$ cat config.mk
export PLATFORM = sky130hd
export DESIGN_NAME = mem_port_arbiter
export DESIGN_NICKNAME = d
export VERILOG_FILES = /design/src/rtl/mem_port_arbiter.sv
export SDC_FILE = /design/constraint.sdc
export NUM_CORES = 1
export LEC_CHECK = 0
export ABC_AREA = 1
export CORE_AREA = 2 2 105 107
export DETAILED_ROUTE_END_ITERATION = 8
export DIE_AREA = 0 0 107 109
export GPL_TIMING_DRIVEN = 0
export HOLD_SLACK_MARGIN = 0.1
export MAX_ROUTING_LAYER = met4
export PLACE_DENSITY = 0.67
export RECOVER_POWER = 100
export SYNTH_ARGS = -nofsm -noshare
export SYNTH_HDL_FRONTEND = slang
export SYNTH_SLANG_ARGS = --single-unit
$ cat constraint.sdc
create_clock -name clk -period 1.75 [get_ports clk]
set_input_delay 0.525 -clock clk [delete_from_list [all_inputs] [get_ports clk]]
set_output_delay 0.525 -clock clk [all_outputs]
set_load 0.05 [all_outputs]
$ cat src/rtl/mem_port_arbiter.sv
// Round-robin arbiter sharing one 32-bit memory port between instruction fetch (0)
// and the load/store unit (1), with per-transaction timeout abort.
module mem_port_arbiter #(
  parameter int unsigned TIMEOUT = 255
) (
  input  logic        clk,
  input  logic        rst,
  input  logic        req0,
  input  logic        req1,
  input  logic [31:0] addr0,
  input  logic [31:0] addr1,
  input  logic [31:0] wdata0,
  input  logic [31:0] wdata1,
  input  logic        we0,
  input  logic        we1,
  output logic        gnt0,
  output logic        gnt1,
  output logic        ack0,
  output logic        ack1,
  output logic        err0,
  output logic        err1,
  output logic [31:0] rdata,
  output logic        mem_req,
  output logic [31:0] mem_addr,
  output logic [31:0] mem_wdata,
  output logic        mem_we,
  input  logic        mem_ack,
  input  logic [31:0] mem_rdata
);

  typedef enum logic [1:0] {
    IDLE  = 2'd0,
    BUSY0 = 2'd1,
    BUSY1 = 2'd2
  } state_e;

  // TIMEOUT of zero disables the abort; otherwise err fires in the TIMEOUT-th wait cycle.
  localparam logic       TO_EN   = (TIMEOUT != 0);
  localparam logic [7:0] TO_LAST = TO_EN ? 8'(TIMEOUT - 1) : 8'd0;

  state_e     state_q, state_d;
  logic       sel_q, sel_d;
  logic       last_gnt_q, last_gnt_d;
  logic [7:0] tcnt_q, tcnt_d;
  logic       busy_s;
  logic       ack_s;
  logic       err_s;

  always_ff @(posedge clk or posedge rst) begin
    if (rst) begin
      state_q    <= IDLE;
      sel_q      <= 1'b0;
      last_gnt_q <= 1'b1;
      tcnt_q     <= 8'd0;
    end else begin
      state_q    <= state_d;
      sel_q      <= sel_d;
      last_gnt_q <= last_gnt_d;
      tcnt_q     <= tcnt_d;
    end
  end

  always_comb begin
    state_d    = state_q;
    sel_d      = sel_q;
    last_gnt_d = last_gnt_q;
    tcnt_d     = tcnt_q;
    busy_s     = 1'b0;
    ack_s      = 1'b0;
    err_s      = 1'b0;
    case (state_q)
      IDLE: begin
        tcnt_d = 8'd0;
        if (req0 && req1) begin
          // Contention: the requester that did not win last time goes first.
          sel_d      = ~last_gnt_q;
          last_gnt_d = ~last_gnt_q;
          state_d    = last_gnt_q ? BUSY0 : BUSY1;
        end else if (req0) begin
          sel_d      = 1'b0;
          last_gnt_d = 1'b0;
          state_d    = BUSY0;
        end else if (req1) begin
          sel_d      = 1'b1;
          last_gnt_d = 1'b1;
          state_d    = BUSY1;
        end else begin
          state_d = IDLE;
        end
      end
      BUSY0, BUSY1: begin
        busy_s = 1'b1;
        if (mem_ack) begin
          ack_s   = 1'b1;
          state_d = IDLE;
          tcnt_d  = 8'd0;
        end else if (TO_EN && (tcnt_q == TO_LAST)) begin
          err_s   = 1'b1;
          state_d = IDLE;
          tcnt_d  = 8'd0;
        end else begin
          tcnt_d = tcnt_q + 8'd1;
        end
      end
      default: begin
        state_d = IDLE;
        tcnt_d  = 8'd0;
      end
    endcase
  end

  assign gnt0    = (state_q == BUSY0);
  assign gnt1    = (state_q == BUSY1);
  assign mem_req = busy_s;

  // Port muxes are forced to zero while idle so nothing leaks before the first grant.
  assign mem_addr  = busy_s ? (sel_q ? addr1  : addr0)  : 32'd0;
  assign mem_wdata = busy_s ? (sel_q ? wdata1 : wdata0) : 32'd0;
  assign mem_we    = busy_s ? (sel_q ? we1    : we0)    : 1'b0;

  assign ack0  = ack_s & ~sel_q;
  assign ack1  = ack_s &  sel_q;
  assign err0  = err_s & ~sel_q;
  assign err1  = err_s &  sel_q;
  assign rdata = ack_s ? mem_rdata : 32'd0;

endmodule

After elaboration in Yosys (flattened, before gate mapping)
Cells that the tools add are included.
Widths: inputs -> output; s select.

cells by class
  mux-type cells = 26
  reductions and logical operators = 5
  bitwise logic cells = 6
  equality and inequality tests = 4
  $add $sub $neg = 1

operator list
  cell                 count
  $mux 32              5
  $mux 8               3
  $mux 2               6
  $mux 1               11
  $add 8x1->8 const B  1
  $eq 8x8->1 const B   1
  $and 1x1->1          4
  $pmux 2 s2           1
  $ne 3x3->1 const B   1
  $reduce_bool 3->1    1
  $eq 2x1->1 const B   1
  $eq 2x2->1 const B   1
  $logic_not 2->1      1
  $not 1->1            2
  $reduce_and 2->1     1
  $reduce_or 2->1      1
  $logic_and 1x1->1    1

word-level totals
  input bits = 167
  register bits after elaboration = 12
  output and inout bits = 104

Longest topological paths before layout
  depth in word-level cells = 5
  depth in mapped cells = 8
  depth with buffers taken out = 8

Worst setup path before layout
OpenSTA, ideal clock, no wires.

  path type = register -> output
  start point = register state_q[0]
  end point = output err0
  arrival time = 2,418 ps
  cell stages (with the launch flop) = 7
  path slack = -1,193 ps
  buffers on the path = 0
  data required time = 1,225 ps
  cells stage by stage = dfrtp_1 -> inv_1 -> ha_1 -> inv_1 -> nor2_2 -> inv_2 -> nor3_1

between the ends
  word-level cells in the longest chain between the ends = 4
  elaborated cells between the ends (all ways) = 5
  classes of those cells = eq/ne (2); mux (1); bitwise (1); reduce/logical (1)

ends and longest elaborated chain
  element                                   line  RTL
  from (decl)                               41    state_e state_q, state_d;
  from (signal assigned)                    56    state_q <= state_d;
  $eq 2x1->1 or $eq 2x2->1 (tied branches)  71    case (state_q)
  $reduce_or 2->1 *                         71
  $mux 1 *                                  71
  $and 1x1->1 *                             123   assign err0 = err_s & ~sel_q;
  to (decl)                                 20    output logic err0,

Every way passes the cells marked *; elsewhere a longest branch is shown, timed or not.

Final worst setup path
  start point = register state_q[1]
  end point = output rdata[21]

between the ends
  word-level cells in the longest chain between the ends = 4
  elaborated cells between the ends (all ways) = 5
  classes of those cells = eq/ne (2); mux (2); reduce/logical (1)

ends and longest elaborated chain
  element                                   line  RTL
  $eq 2x1->1 or $eq 2x2->1 (tied branches)  71
  $reduce_or 2->1 *                         71
  $mux 1 *                                  71
  $mux 32 *                                 125   assign rdata = ack_s ? mem_rdata : 32'd0;
  to (decl)                                 22    output logic [31:0] rdata,

Marks and branches as above.

==> impl_results.md <==
* Status: finished, violations left
* Violated checks: setup timing
* Post-detailed-route via-to-cell ratio at about 4.4
* Cells traversed along the worst timing path: inv_2, ha_4, buf_12, nand2_8, clkbuf_16, nor2_4, buf_8
* Die outline width at 107 µm
* Number of warnings issued by yosys at 0
* Count of nets after finishing at ~830
* PwrDens at 2416 mW/mm²
* GR Util All Layers at 0.1840
* Final antenna-violating net count at 0
* Number of antenna violations at the first check in global routing at 1
* Simple-Gate Fraction of Synth Area at 0.4375
* Share of synthesized cell area in full adder, half adder and majority cells at 0.03270
* First-pass GRT wire length at between 15000 and 20000 µm
* Worst hold margin at 0.5165 ns
* Setup slack on the worst flop-to-flop path at 0.08 ns
* Share of the yosys chip area belonging to registers at 0.1576
* Skew-Pair Late Insertion Delay at 0.24 ns
* Area inside the core boundary at between 0.01 and 0.015 mm²
* Commonest non-fill, non-tap cells in the layout: 163 x sky130_fd_sc_hd__clkdlybuf4s50_1, 101 x sky130_fd_sc_hd__nor2_4, 63 x sky130_fd_sc_hd__buf_8, 56 x sky130_fd_sc_hd__nor2_1
* VDD IR max at 0.001558 V
* Synth Flop Type: sky130_fd_sc_hd__dfrtp_1
* Vias in the first global route at 3416
* Pre-CTS WS at -1.192 ns
* Post-Syn Nets at around 540
* # fillers at 888
* Shortest period the worst path allows at about 2.2 ns
* Parity-gate share of the synthesized area counting xor and xnor cells at 0.01373
* Most frequent standard cell in the layout excluding fill and tap cells: sky130_fd_sc_hd__clkdlybuf4s50_1
* Number of CTS-inserted buffers at 3
* Post-synthesis mux area share at 0
* Type of the most critical hold path: reg -> reg
* Buffers and inverters on the worst path at 4
* DRC marker count from the first detailed-route iteration at 64
* WS Path Type: reg -> out
* Number of standard cells after synthesis at 366
* Grt total ovfl at 0
* Overall die area at 0.01166 mm²
* Synthesized area divided by synthesized cell count at 5.227 µm²
* Final Slew Violations at 0
* Vertical extent of the die at 109 µm
* Crit-path slowest cell: sky130_fd_sc_hd__dfrtp_1
* Max Buffers Root-to-Sink at 2
* Final Routed Wirelength at ~12000 µm
* DP Wirelength at 9767 µm
* CTS H-tree lvls at 1
* Max Clock Skew at between 0.002 and 0.0025 ns
* Clock tree sinks at 12
* Post-synthesis compound-gate area fraction at 0.1956
* Setup slack of the critical path after layout at -0.4712 ns
* Total power consumption of the routed design at between 15000 and 20000 µW
* Number of failing setup endpoints in the final timing report at 104
* Largest incremental delay on the critical path at 0.38 ns
* IO Count at 271
* Final core utilization at 0.6330
* Largest net degree at the start of global routing at 13
* Layout area overhead at 250.8%
* Detailed-route via count at 3528
* Kind of cell adding the most delay to the critical path: buffers and inverters
* Max capacitance violation total at 0
* Initial Utilization at 0.1804
* Buffers added on ports at 270
* Clock tree from TritonCTS: yes
* Final critical-path share of the clock period at 1.269
* Critical path peak fanout at 10
* Share of final-layout standard cells stronger than drive strength 1 at 0.5265
* 1st-pass router iterations at 4
* Startpoint type of the worst setup path: register
* Total of flip-flops plus latches after synthesis at 12
* CTS root buf: sky130_fd_sc_hd__clkbuf_8
* Number of enable flip-flop cells after synthesis at 0
* Data arrival time of the critical path at 1.70 ns
* Cell area after technology mapping at 0.001913 mm²
* Clock-pin slew of the registers on the worst-case setup and hold paths at 0.05 ns
* Final Hold Viols at 0
* Nature of the critical path endpoint: primary output
* Largest family of logic cells by synthesized area: simple AND/OR/NAND/NOR gates
* Leakage power total at 0.002698 µW
* Routability-driven placement congestion ratio at 0.7724
* Post-synthesis async set-or-reset flop share at 1.000
* Number of DRC violations after detailed routing at 0
* Average wire per cell in the routed design at 15.08 µm
* Floorplan row count at 38
* Cts-stage hold buffer count at 0
* Highest clock rate at 0.4502 GHz
* Worst relative slew slack at 0.6748
* Number of distinct library cells after synthesis at 25
* Data required time at the worst endpoint at approximately 1.2 ns
* Worst Tran Pin Value at 0.4878 ns
* Setup repair after global routing missed its margin: true
[repair_timing]
action | in CTS | in global routing
setup endpoints to repair | 104 | 102
pin swaps | 13 | 29
resized for setup | 753 | 131
hold endpoints to repair | 0 | 0
cloned | 1 | 2
buffers inserted | 10 | 8
[per-stage QoR]
stage                     TNS [ns]  area (µm²)  std cells
after floorplan             -22.18        2913        366
after global placement      -97.87        5791        776
after detailed placement    -98.73        5791        776
after CTS                   -42.92        6167        791
after global routing        -48.59        6711        802
final                       -43.33        6711        802
[cell type report]
cell class / count / area, µm² / share of cell area
flip-flops and latches: 12 / 302.8 / 0.04512
clock buffers: 4 / 55.05 / 0.008203
inverters: 46 / 177.7 / 0.02647
multi-input cells: 284 / 2417 / 0.3602
diodes: 1 / 2.502 / 0.0003729
repair buffers: 291 / 3256 / 0.4851
plain buffers: 24 / 325.3 / 0.04847
well taps: 140 / 175.2 / 0.02610
[synth_stat cells, types with 2 or more instances]
master / count / area [µm²]
sky130_fd_sc_hd__ha_1: 5 / 62.56
sky130_fd_sc_hd__nor2_1: 156 / 585.6
sky130_fd_sc_hd__nor2_2: 21 / 131.4
sky130_fd_sc_hd__o21ai_0: 60 / 300.3
sky130_fd_sc_hd__nand3_1: 3 / 15.01
sky130_fd_sc_hd__inv_1: 44 / 165.2
sky130_fd_sc_hd__nand2_2: 2 / 12.51
sky130_fd_sc_hd__nor3_1: 2 / 10.01
sky130_fd_sc_hd__buf_6: 4 / 45.04
sky130_fd_sc_hd__a21oi_1: 4 / 20.02
sky130_fd_sc_hd__xnor2_1: 2 / 17.52
sky130_fd_sc_hd__clkbuf_1: 9 / 33.78
sky130_fd_sc_hd__buf_2: 9 / 45.04
sky130_fd_sc_hd__nand2_1: 16 / 60.06
sky130_fd_sc_hd__dfrtp_1: 11 / 275.3
sky130_fd_sc_hd__o21ai_1: 9 / 45.04
[registers in the layout, summed over array words and instances, names as in the netlist]
register and cells:
tcnt_q 8, state_q 2, last_gnt_q 1, sel_q 1
[power by group]
group	total, µW	switching, µW	internal [µW]	leakage, µW
clock network	298	99.6	199	0.0000288
logic	15500	9180	6350	0.00251
registers	392	46.1	346	0.000159
[worst register-to-register path, cell delays in order (launching register included)]
cell                      delay [ns]
sky130_fd_sc_hd__dfrtp_1        0.38
sky130_fd_sc_hd__inv_2          0.07
sky130_fd_sc_hd__ha_4           0.32
sky130_fd_sc_hd__buf_12         0.13
sky130_fd_sc_hd__inv_2          0.04
sky130_fd_sc_hd__nor2_4         0.13
sky130_fd_sc_hd__buf_4          0.12
sky130_fd_sc_hd__buf_4          0.10
sky130_fd_sc_hd__nand2_4        0.08
sky130_fd_sc_hd__nand2_1        0.09
sky130_fd_sc_hd__o21ai_0        0.09
[per-layer routing]
layer	vias up	wire length (µm)	global-route usage
met5	-	0	-
met4	0	363	0.05566
met3	28	913	0.03766
met2	171	6693	0.3535
met1	1607	4123	0.1879
li1	1722	-	-
[final timing paths]
kind	startpoint	end	depth (start not counted)
max	state_q[1]$_DFFE_PP0P_	rdata[21]	7
min	last_gnt_q$_DFFE_PP1P_	last_gnt_q$_DFFE_PP1P_	2
max reg2reg	state_q[1]$_DFFE_PP0P_	state_q[0]$_DFFE_PP0P_	10
min reg2reg	last_gnt_q$_DFFE_PP1P_	last_gnt_q$_DFFE_PP1P_	2
max in group asynchronous	rst	last_gnt_q$_DFFE_PP1P_	2
min in group asynchronous	rst	state_q[0]$_DFFE_PP0P_	2
[logic make-up (layout without fill, tap and decap cells)]
kind of cell    count (synthesis)  in the layout
xor+xnor                        3              3
buf+inv                        70            365
fa+ha+maj                       5              5
other cells                     0              1
simple gates                  202            202
compound gates                 74             74
flops                          12             12
(Power assumes the default switching activity.)
